==> config.mk <==
export PLATFORM = sky130hd
export DESIGN_NAME = scan_test_controller_flat
export DESIGN_NICKNAME = d
export VERILOG_FILES = /design/src/rtl/scan_ctrl_pkg.sv /design/src/rtl/scan_test_controller_if.sv /design/src/rtl/scan_shift_reg.sv /design/src/rtl/scan_test_controller.sv /design/src/flat_wrapper.sv
export SDC_FILE = /design/constraint.sdc
export NUM_CORES = 1
export LEC_CHECK = 0
export CAP_MARGIN = 40
export CORE_MARGIN = 2
export CORE_UTILIZATION = 45
export CTS_CLUSTER_SIZE = 14
export DETAILED_ROUTE_END_ITERATION = 8
export PLACE_DENSITY = 0.73
export SYNTH_ARGS = -nofsm -noshare
export SYNTH_HDL_FRONTEND = slang
export SYNTH_SLANG_ARGS = --single-unit
==> constraint.sdc <==
create_clock -name CLK -period 1.81 [get_ports CLK]
set_input_delay 0.2715 -clock CLK [delete_from_list [all_inputs] [get_ports CLK]]
set_output_delay 0.2715 -clock CLK [all_outputs]
set_load 0.05 [all_outputs]
==> src/rtl/scan_ctrl_pkg.sv <==
// Shared types and constants for the scan test controller.
// Latency: n/a (declarations only).
// Backpressure: n/a.
// Contents: FSM state encoding, shift-bit counter width, longest chain supported.
package scan_ctrl_pkg;

  // The counter is 4 bits wide, so chains longer than 16 bits are not supported.
  localparam int CNT_W         = 4;
  localparam int MAX_CHAIN_LEN = 16;

  typedef enum logic [2:0] {
    ST_IDLE    = 3'd0,
    ST_LOAD    = 3'd1,
    ST_CAPTURE = 3'd2,
    ST_UNLOAD  = 3'd3,
    ST_COMPARE = 3'd4
  } scan_state_t;

  // Terminal count for a phase lasting n cycles. A zero-length phase wraps to
  // all-ones, which is harmless because such a phase is never entered.
  function automatic logic [CNT_W-1:0] last_idx(input int n);
    return CNT_W'(n - 1);
  endfunction

endpackage

==> src/rtl/scan_test_controller_if.sv <==
// Signal bundle between a test host, the scan controller and the scanned DUT.
// Latency: n/a (wires only).
// Backpressure: none; START is only honoured while the controller is idle.
// master: host side (drives START/ABORT/PATTERN/EXPECT and the chain tail scan_out).
// slave : controller side (drives scan_enable/scan_in and BUSY/DONE/PASS/RESPONSE).
interface scan_test_controller_if #(
  parameter int CHAIN_LEN = 4
) ();

  logic                 START;
  logic                 ABORT;
  logic [CHAIN_LEN-1:0] PATTERN;
  logic [CHAIN_LEN-1:0] EXPECT;
  logic                 scan_enable;
  logic                 scan_in;
  logic                 scan_out;
  logic                 BUSY;
  logic                 DONE;
  logic                 PASS;
  logic [CHAIN_LEN-1:0] RESPONSE;

  modport master (
    output START, ABORT, PATTERN, EXPECT, scan_out,
    input  scan_enable, scan_in, BUSY, DONE, PASS, RESPONSE
  );

  modport slave (
    input  START, ABORT, PATTERN, EXPECT, scan_out,
    output scan_enable, scan_in, BUSY, DONE, PASS, RESPONSE
  );

endinterface

==> src/rtl/scan_shift_reg.sv <==
// Parallel-load shift register, shifting toward the MSB with serial in at the LSB.
// Latency: one CLK from load/shift to par_out/ser_out.
// Backpressure: none; load wins over shift.
// Ports: CLK, RESET (async active-low), load/load_val, shift/ser_in, par_out, ser_out (=MSB).
module scan_shift_reg #(
  parameter int WIDTH = 4
) (
  input  logic             CLK,
  input  logic             RESET,
  input  logic             load,
  input  logic [WIDTH-1:0] load_val,
  input  logic             shift,
  input  logic             ser_in,
  output logic [WIDTH-1:0] par_out,
  output logic             ser_out
);

  logic [WIDTH-1:0] q;

  // Shift written as a shift-and-or so a 1-bit register needs no special case.
  always_ff @(posedge CLK or negedge RESET) begin
    if (!RESET) begin
      q <= '0;
    end else if (load) begin
      q <= load_val;
    end else if (shift) begin
      q <= (q << 1) | WIDTH'(ser_in);
    end
  end

  assign par_out = q;
  assign ser_out = q[WIDTH-1];

endmodule

==> src/rtl/scan_test_controller.sv <==
// Scan test sequencer: load PATTERN into the chain, pulse capture clocks, unload and compare.
// Latency: DONE rises 2*CHAIN_LEN+CAP_CYCLES+1 cycles after the launching START edge.
// Backpressure: START ignored while BUSY; ABORT returns to IDLE on the next edge.
// Ports: CLK, RESET (async active-low), bus (slave modport of scan_test_controller_if),
//        FAIL_CNT[7:0] only when SCAN_TEST_CONTROLLER_FAILCNT_EN is defined
//        (saturating count of failing compares).
module scan_test_controller
  import scan_ctrl_pkg::*;
#(
  parameter int CHAIN_LEN  = 4,
  parameter int CAP_CYCLES = 1
) (
  input  logic                  CLK,
  input  logic                  RESET,
  scan_test_controller_if.slave bus
`ifdef SCAN_TEST_CONTROLLER_FAILCNT_EN
  ,
  output logic [7:0]            FAIL_CNT
`endif
);

  localparam logic [CNT_W-1:0] LEN_LAST = last_idx(CHAIN_LEN);
  localparam logic [CNT_W-1:0] CAP_LAST = last_idx(CAP_CYCLES);

  scan_state_t          state_q, state_d;
  logic [CNT_W-1:0]     cnt_q, cnt_d;
  logic                 launch;
  logic                 compare_fire;
  logic                 scan_enable_d, scan_enable_q;
  logic                 done_q, pass_q;
  logic [CHAIN_LEN-1:0] expect_q, response_q;
  logic                 ld_load;
  logic [CHAIN_LEN-1:0] ld_load_val;
  logic                 ld_ser;
  logic [CHAIN_LEN-1:0] ld_par_unused;
  logic [CHAIN_LEN-1:0] cap_q;
  logic                 cap_ser_unused;

  // Next state. ABORT is applied last so it overrides every transition,
  // including a launch from IDLE.
  always_comb begin
    state_d = state_q;
    launch  = 1'b0;
    case (state_q)
      ST_IDLE: begin
        if (bus.START) begin
          state_d = ST_LOAD;
          launch  = 1'b1;
        end
      end
      ST_LOAD: begin
        if (cnt_q == LEN_LAST) begin
          state_d = (CAP_CYCLES == 0) ? ST_UNLOAD : ST_CAPTURE;
        end
      end
      ST_CAPTURE: begin
        if (cnt_q == CAP_LAST) begin
          state_d = ST_UNLOAD;
        end
      end
      ST_UNLOAD: begin
        if (cnt_q == LEN_LAST) begin
          state_d = ST_COMPARE;
        end
      end
      ST_COMPARE: begin
        state_d = ST_IDLE;
      end
      default: begin
        state_d = ST_IDLE;
      end
    endcase
    if (bus.ABORT) begin
      state_d = ST_IDLE;
      launch  = 1'b0;
    end
  end

  // Counter restarts on every state change and is held at zero while idle,
  // so it never wraps within a phase.
  always_comb begin
    cnt_d = cnt_q + 1'b1;
    if ((state_d != state_q) || (state_q == ST_IDLE)) begin
      cnt_d = '0;
    end
  end

  // scan_enable is decided from the state being entered so the registered
  // value lines up with the cycle it belongs to.
  assign scan_enable_d = (state_d == ST_LOAD) || (state_d == ST_UNLOAD);
  assign compare_fire  = (state_q == ST_COMPARE) && !bus.ABORT;

  // Stimulus register: its MSB is scan_in. After CHAIN_LEN shifts it holds
  // zeros, which keeps scan_in low through capture/unload; ABORT reloads zeros
  // so a cut-short load does not leave a stimulus bit on the line.
  assign ld_load     = launch || bus.ABORT;
  assign ld_load_val = launch ? bus.PATTERN : '0;

  scan_shift_reg #(
    .WIDTH (CHAIN_LEN)
  ) u_load_sr (
    .CLK      (CLK),
    .RESET    (RESET),
    .load     (ld_load),
    .load_val (ld_load_val),
    .shift    (state_q == ST_LOAD),
    .ser_in   (1'b0),
    .par_out  (ld_par_unused),
    .ser_out  (ld_ser)
  );

  // Response register: the first bit sampled ends up in the MSB.
  scan_shift_reg #(
    .WIDTH (CHAIN_LEN)
  ) u_unload_sr (
    .CLK      (CLK),
    .RESET    (RESET),
    .load     (launch),
    .load_val ('0),
    .shift    (state_q == ST_UNLOAD),
    .ser_in   (bus.scan_out),
    .par_out  (cap_q),
    .ser_out  (cap_ser_unused)
  );

  always_ff @(posedge CLK or negedge RESET) begin
    if (!RESET) begin
      state_q       <= ST_IDLE;
      cnt_q         <= '0;
      scan_enable_q <= 1'b0;
      done_q        <= 1'b0;
      pass_q        <= 1'b0;
      expect_q      <= '0;
      response_q    <= '0;
    end else begin
      state_q       <= state_d;
      cnt_q         <= cnt_d;
      scan_enable_q <= scan_enable_d;
      done_q        <= compare_fire;
      if (launch) begin
        expect_q <= bus.EXPECT;
      end
      if (compare_fire) begin
        response_q <= cap_q;
        pass_q     <= (cap_q == expect_q);
      end
    end
  end

`ifdef SCAN_TEST_CONTROLLER_FAILCNT_EN
  logic [7:0] fail_cnt_q;

  always_ff @(posedge CLK or negedge RESET) begin
    if (!RESET) begin
      fail_cnt_q <= '0;
    end else if (compare_fire && (cap_q != expect_q) && (fail_cnt_q != 8'hFF)) begin
      fail_cnt_q <= fail_cnt_q + 8'd1;
    end
  end

  assign FAIL_CNT = fail_cnt_q;
`endif

  assign bus.scan_enable = scan_enable_q;
  assign bus.scan_in     = ld_ser;
  assign bus.BUSY        = (state_q != ST_IDLE);
  assign bus.DONE        = done_q;
  assign bus.PASS        = pass_q;
  assign bus.RESPONSE    = response_q;

endmodule

==> src/flat_wrapper.sv <==
// flat-port wrapper written by rule: the top's interface ports become plain ports
module scan_test_controller_flat import scan_ctrl_pkg::*;
#(
  parameter int CHAIN_LEN  = 4,
  parameter int CAP_CYCLES = 1
)
  (CLK, RESET, bus_START, bus_ABORT, bus_PATTERN, bus_EXPECT, bus_scan_out, bus_scan_enable, bus_scan_in, bus_BUSY, bus_DONE, bus_PASS, bus_RESPONSE);
  scan_test_controller_if #(.CHAIN_LEN(CHAIN_LEN)) bus_i ();
  input  logic CLK;
  input  logic RESET;
  input wire logic [$bits(bus_i.START)-1:0] bus_START;
  input wire logic [$bits(bus_i.ABORT)-1:0] bus_ABORT;
  input wire logic [$bits(bus_i.PATTERN)-1:0] bus_PATTERN;
  input wire logic [$bits(bus_i.EXPECT)-1:0] bus_EXPECT;
  input wire logic [$bits(bus_i.scan_out)-1:0] bus_scan_out;
  output wire logic [$bits(bus_i.scan_enable)-1:0] bus_scan_enable;
  output wire logic [$bits(bus_i.scan_in)-1:0] bus_scan_in;
  output wire logic [$bits(bus_i.BUSY)-1:0] bus_BUSY;
  output wire logic [$bits(bus_i.DONE)-1:0] bus_DONE;
  output wire logic [$bits(bus_i.PASS)-1:0] bus_PASS;
  output wire logic [$bits(bus_i.RESPONSE)-1:0] bus_RESPONSE;
  assign bus_i.START = bus_START;
  assign bus_i.ABORT = bus_ABORT;
  assign bus_i.PATTERN = bus_PATTERN;
  assign bus_i.EXPECT = bus_EXPECT;
  assign bus_i.scan_out = bus_scan_out;
  assign bus_scan_enable = bus_i.scan_enable;
  assign bus_scan_in = bus_i.scan_in;
  assign bus_BUSY = bus_i.BUSY;
  assign bus_DONE = bus_i.DONE;
  assign bus_PASS = bus_i.PASS;
  assign bus_RESPONSE = bus_i.RESPONSE;
  scan_test_controller #(.CHAIN_LEN(CHAIN_LEN), .CAP_CYCLES(CAP_CYCLES)) u_core (.CLK(CLK), .RESET(RESET), .bus(bus_i));
endmodule
==> reports/qor.csv, run 1 <==
metric;value;unit
outcome;finished clean;
Post-Layout Cell Count;152;
RSZ-0062 raised after global routing;no;
Fin Setup TNS;0;ns
crit-path leading delay family;buffers and inverters;
Arr. time, crit path;1.47;ns
Nets;138;
pre-CTS WS;0.0423;ns
Routability Congestion;0.738;
leak pwr;0.813;nW
Vias;801;
DRC;0;
CTS Buffer Depth;2;
WS Path Type;reg2out;
Slew @ Worst Pin;0.584;ns
DR iter-0 viols;20;
antenna-violating nets left;0;
crit end category;output pin;
port bufs;21;
max cap viols;0;
startpoint type of the worst setup path;flop;
max-slew violation count;0;
HP Class;in2async;
fraction of final layout cells sized beyond drive strength 1;18.0;%
most frequent cells in the layout;dfrtp_1, clkdlybuf4s50_1, nor2_1, mux2i_1;
multiplexer share of the synthesized area;14.2;%
worst vdd ir;0.000444;V
Die H;56.3;um
Site Rows;18;
critical path cell sequence;clkdlybuf4s50_1;
Final Core Density;60.0;%
WP data required;1.54;ns
TritonRoute pass-1 iters;4;
Worst-Skew Late Latency;0.33;ns
post-route cell area;1530;um^2
vias in the first global route;760;
antenna violations before repair;0;
Antenna Cells;0;
Max Fclk;575;MHz
clk root buf;clkbuf_4;
Worst slew margin;60.5;%
Tmin final;1.74;ns
Fin Clk Skew;0.00220;ns
first-pass GRT wire length;3510;um
simple-gate area share of the yosys netlist;17.1;%
Slowest cell on crit path;clkdlybuf4s50_1;
CTS buffer count;3;
pwr dens;805;nW/um^2
Clk pin slew, worst setup/hold paths;0.14;ns
mean post-synth cell area;12.2;um^2
H-tree levels;1;
post-synthesis compound-gate area fraction;4.06;%
Mapped Area;1230;um^2
drt wl/cell;13.7;um
commonest non-fill, non-tap cell in the layout;dfrtp_1;
GRT overflow;0;
Initial Util;48.4;%
Hold Vio Cnt, Final;0;
Total GRT Usage;14.2;%
Vias/cell;5.27;
Syn. warnings;0;
final-report setup violation count;0;
post-route setup slack;0.0699;ns
largest net degree at the start of global routing;27;
Top Ports;22;
largest family of logic cells by synthesized area;simple AND/OR/NAND/NOR gates;
Placeable Area;2540;um^2
period utilization;96.1;%
# clock sinks;26;
CP max stage delay;0.79;ns
Crit path buffers/inverters;1;
routed wire length;2080;um
Synth Area in XOR/XNOR;4.97;%
area delta synth->final;23.9;%
CTS tree;yes;
crit-path max FO;1;
register area share after synthesis;52.8;%
placed cells;148;
register bit total from synthesis;26;
Synth Area in Adders;2.03;%
Die Wd;56.3;um
die outline area;3170;um^2
post-synthesis instance total;101;
# hold bufs at CTS;0;
post-synthesis net count;116;
DP Area;1460;um^2
count of unique library cells instantiated by Yosys;33;
==> power breakdown <==
part           switching (mW)  leakage [nW]  total (mW)  internal, mW
logic                  0.0907         0.437       0.187        0.0961
clock network           0.178        0.0279       0.402         0.224
registers              0.0249         0.347       0.640         0.615
total                   0.294         0.813        1.23         0.936
==> kinds of logic (layout without fill, tap and decap cells) <==
group	count (synthesis)	after routing
AOI/OAI and AO/OA	7	7
DFF	26	26
adders and majority gates	2	2
buffers and inverters	11	32
xor gates and xnor gates	7	7
muxes	15	15
and+or+nand+nor	33	33
==> cells in the mapped netlist (all sizes together) <==
cell type  count  share of area (%)
dfrtp         26                 53
nor2           9                2.7
mux2           8                8.5
mux2i          7                5.7
buf            6                3.3
nor3           6                2.4
xnor2          6                4.3
a211oi         3                1.8
inv            3               0.91
clkbuf         2               0.61
ha             2                2.0
nand2          2               0.61
nand3          2               0.81
o31a           2                1.4
or3b           2                1.4
or4b           2                1.9
a21oi          1               0.41
and2           1               0.51
and4bb         1                1.0
nand3b         1               0.61
nand4          1               0.51
nand4bb        1               0.91
nor3b          1               0.61
nor4b          1               0.71
nor4bb         1               0.81
o21ai          1               0.41
or3            1               0.51
or4            1               0.91
xor2           1               0.71
==> path summary, 6_finish.rpt <==
path,from,to,slack [ns],cells after the start
setup / recovery,u_core.bus.DONE$_DFF_PN0_,bus_DONE,0.07,1
hold / removal,RESET,u_core.cnt_q[1]$_DFF_PN0_,0.29,2
setup reg to reg,u_core.cnt_q[0]$_DFF_PN0_,u_core.cnt_q[1]$_DFF_PN0_,0.17,4
hold reg to reg,u_core.bus.PASS$_DFFE_PN0P_,u_core.bus.PASS$_DFFE_PN0P_,0.50,2
max in group asynchronous,RESET,u_core.u_load_sr.par_out[3]$_DFFE_PN0P_,1.28,2
min in group CLK,bus_PATTERN[0],u_core.u_load_sr.par_out[0]$_DFFE_PN0P_,0.48,3
==> routing by layer <==
layer / part of all wire, % / vias to the layer above / global-route usage (%)
met5: 0 / - / 0
met2: 45 / 14 / 22.2
met3: 3.7 / 4 / 2.76
met1: 49 / 384 / 19.2
li1: - / 399 / -
met4: 1.8 / 0 / 6.12
==> through the flow <==
step / total power, mW / hold WS (ns)
6_report: 1.23 / 0.288
4_1_cts: 1.24 / 0.298
5_1_grt: 1.28 / 0.318
2_1_floorplan: 0.767 / -0.0241
3_3_place_gp: 0.835 / 0.477
3_5_place_dp: 0.841 / 0.474
==> final cells by class <==
class                           count  area [um^2]
Inverter                            3         11.3
Fill cell                         214         1020
Clock inverter                      1         30.0
Tap cell                           30         37.5
Sequential cell                    26          651
Timing Repair Buffer               25          253
Multi-Input combinational cell     64          522
Clock buffer                        3         22.5
==> sequential cells by signal (all words and copies together) (netlist names) <==
| signal | cells |
|---|---|
| u_core.u_unload_sr.par_out | 4 |
| u_core.bus.PASS | 1 |
| u_core.u_load_sr.par_out | 4 |
| u_core.bus.DONE | 1 |
| u_core.expect_q | 4 |
| u_core.cnt_q | 4 |
| u_core.state_q | 3 |
| u_core.bus.RESPONSE | 4 |
| u_core.bus.scan_enable | 1 |
==> repair_timing <==
item / 4_1_cts / 5_1_grt
resized for setup: 0 / 6
setup buffers: 0 / 0
endpoints found under the setup margin: 0 / 6
Power figures use the tool's default switching activity.
==> inputs of run 2 (changes only) <==
Settings changed: CAP_MARGIN 40 to not set, CTS_CLUSTER_SIZE 14 to 20.
==> results of run 2 <==
Same layout as run 1: the final DEF is identical, and so are final timing and power.
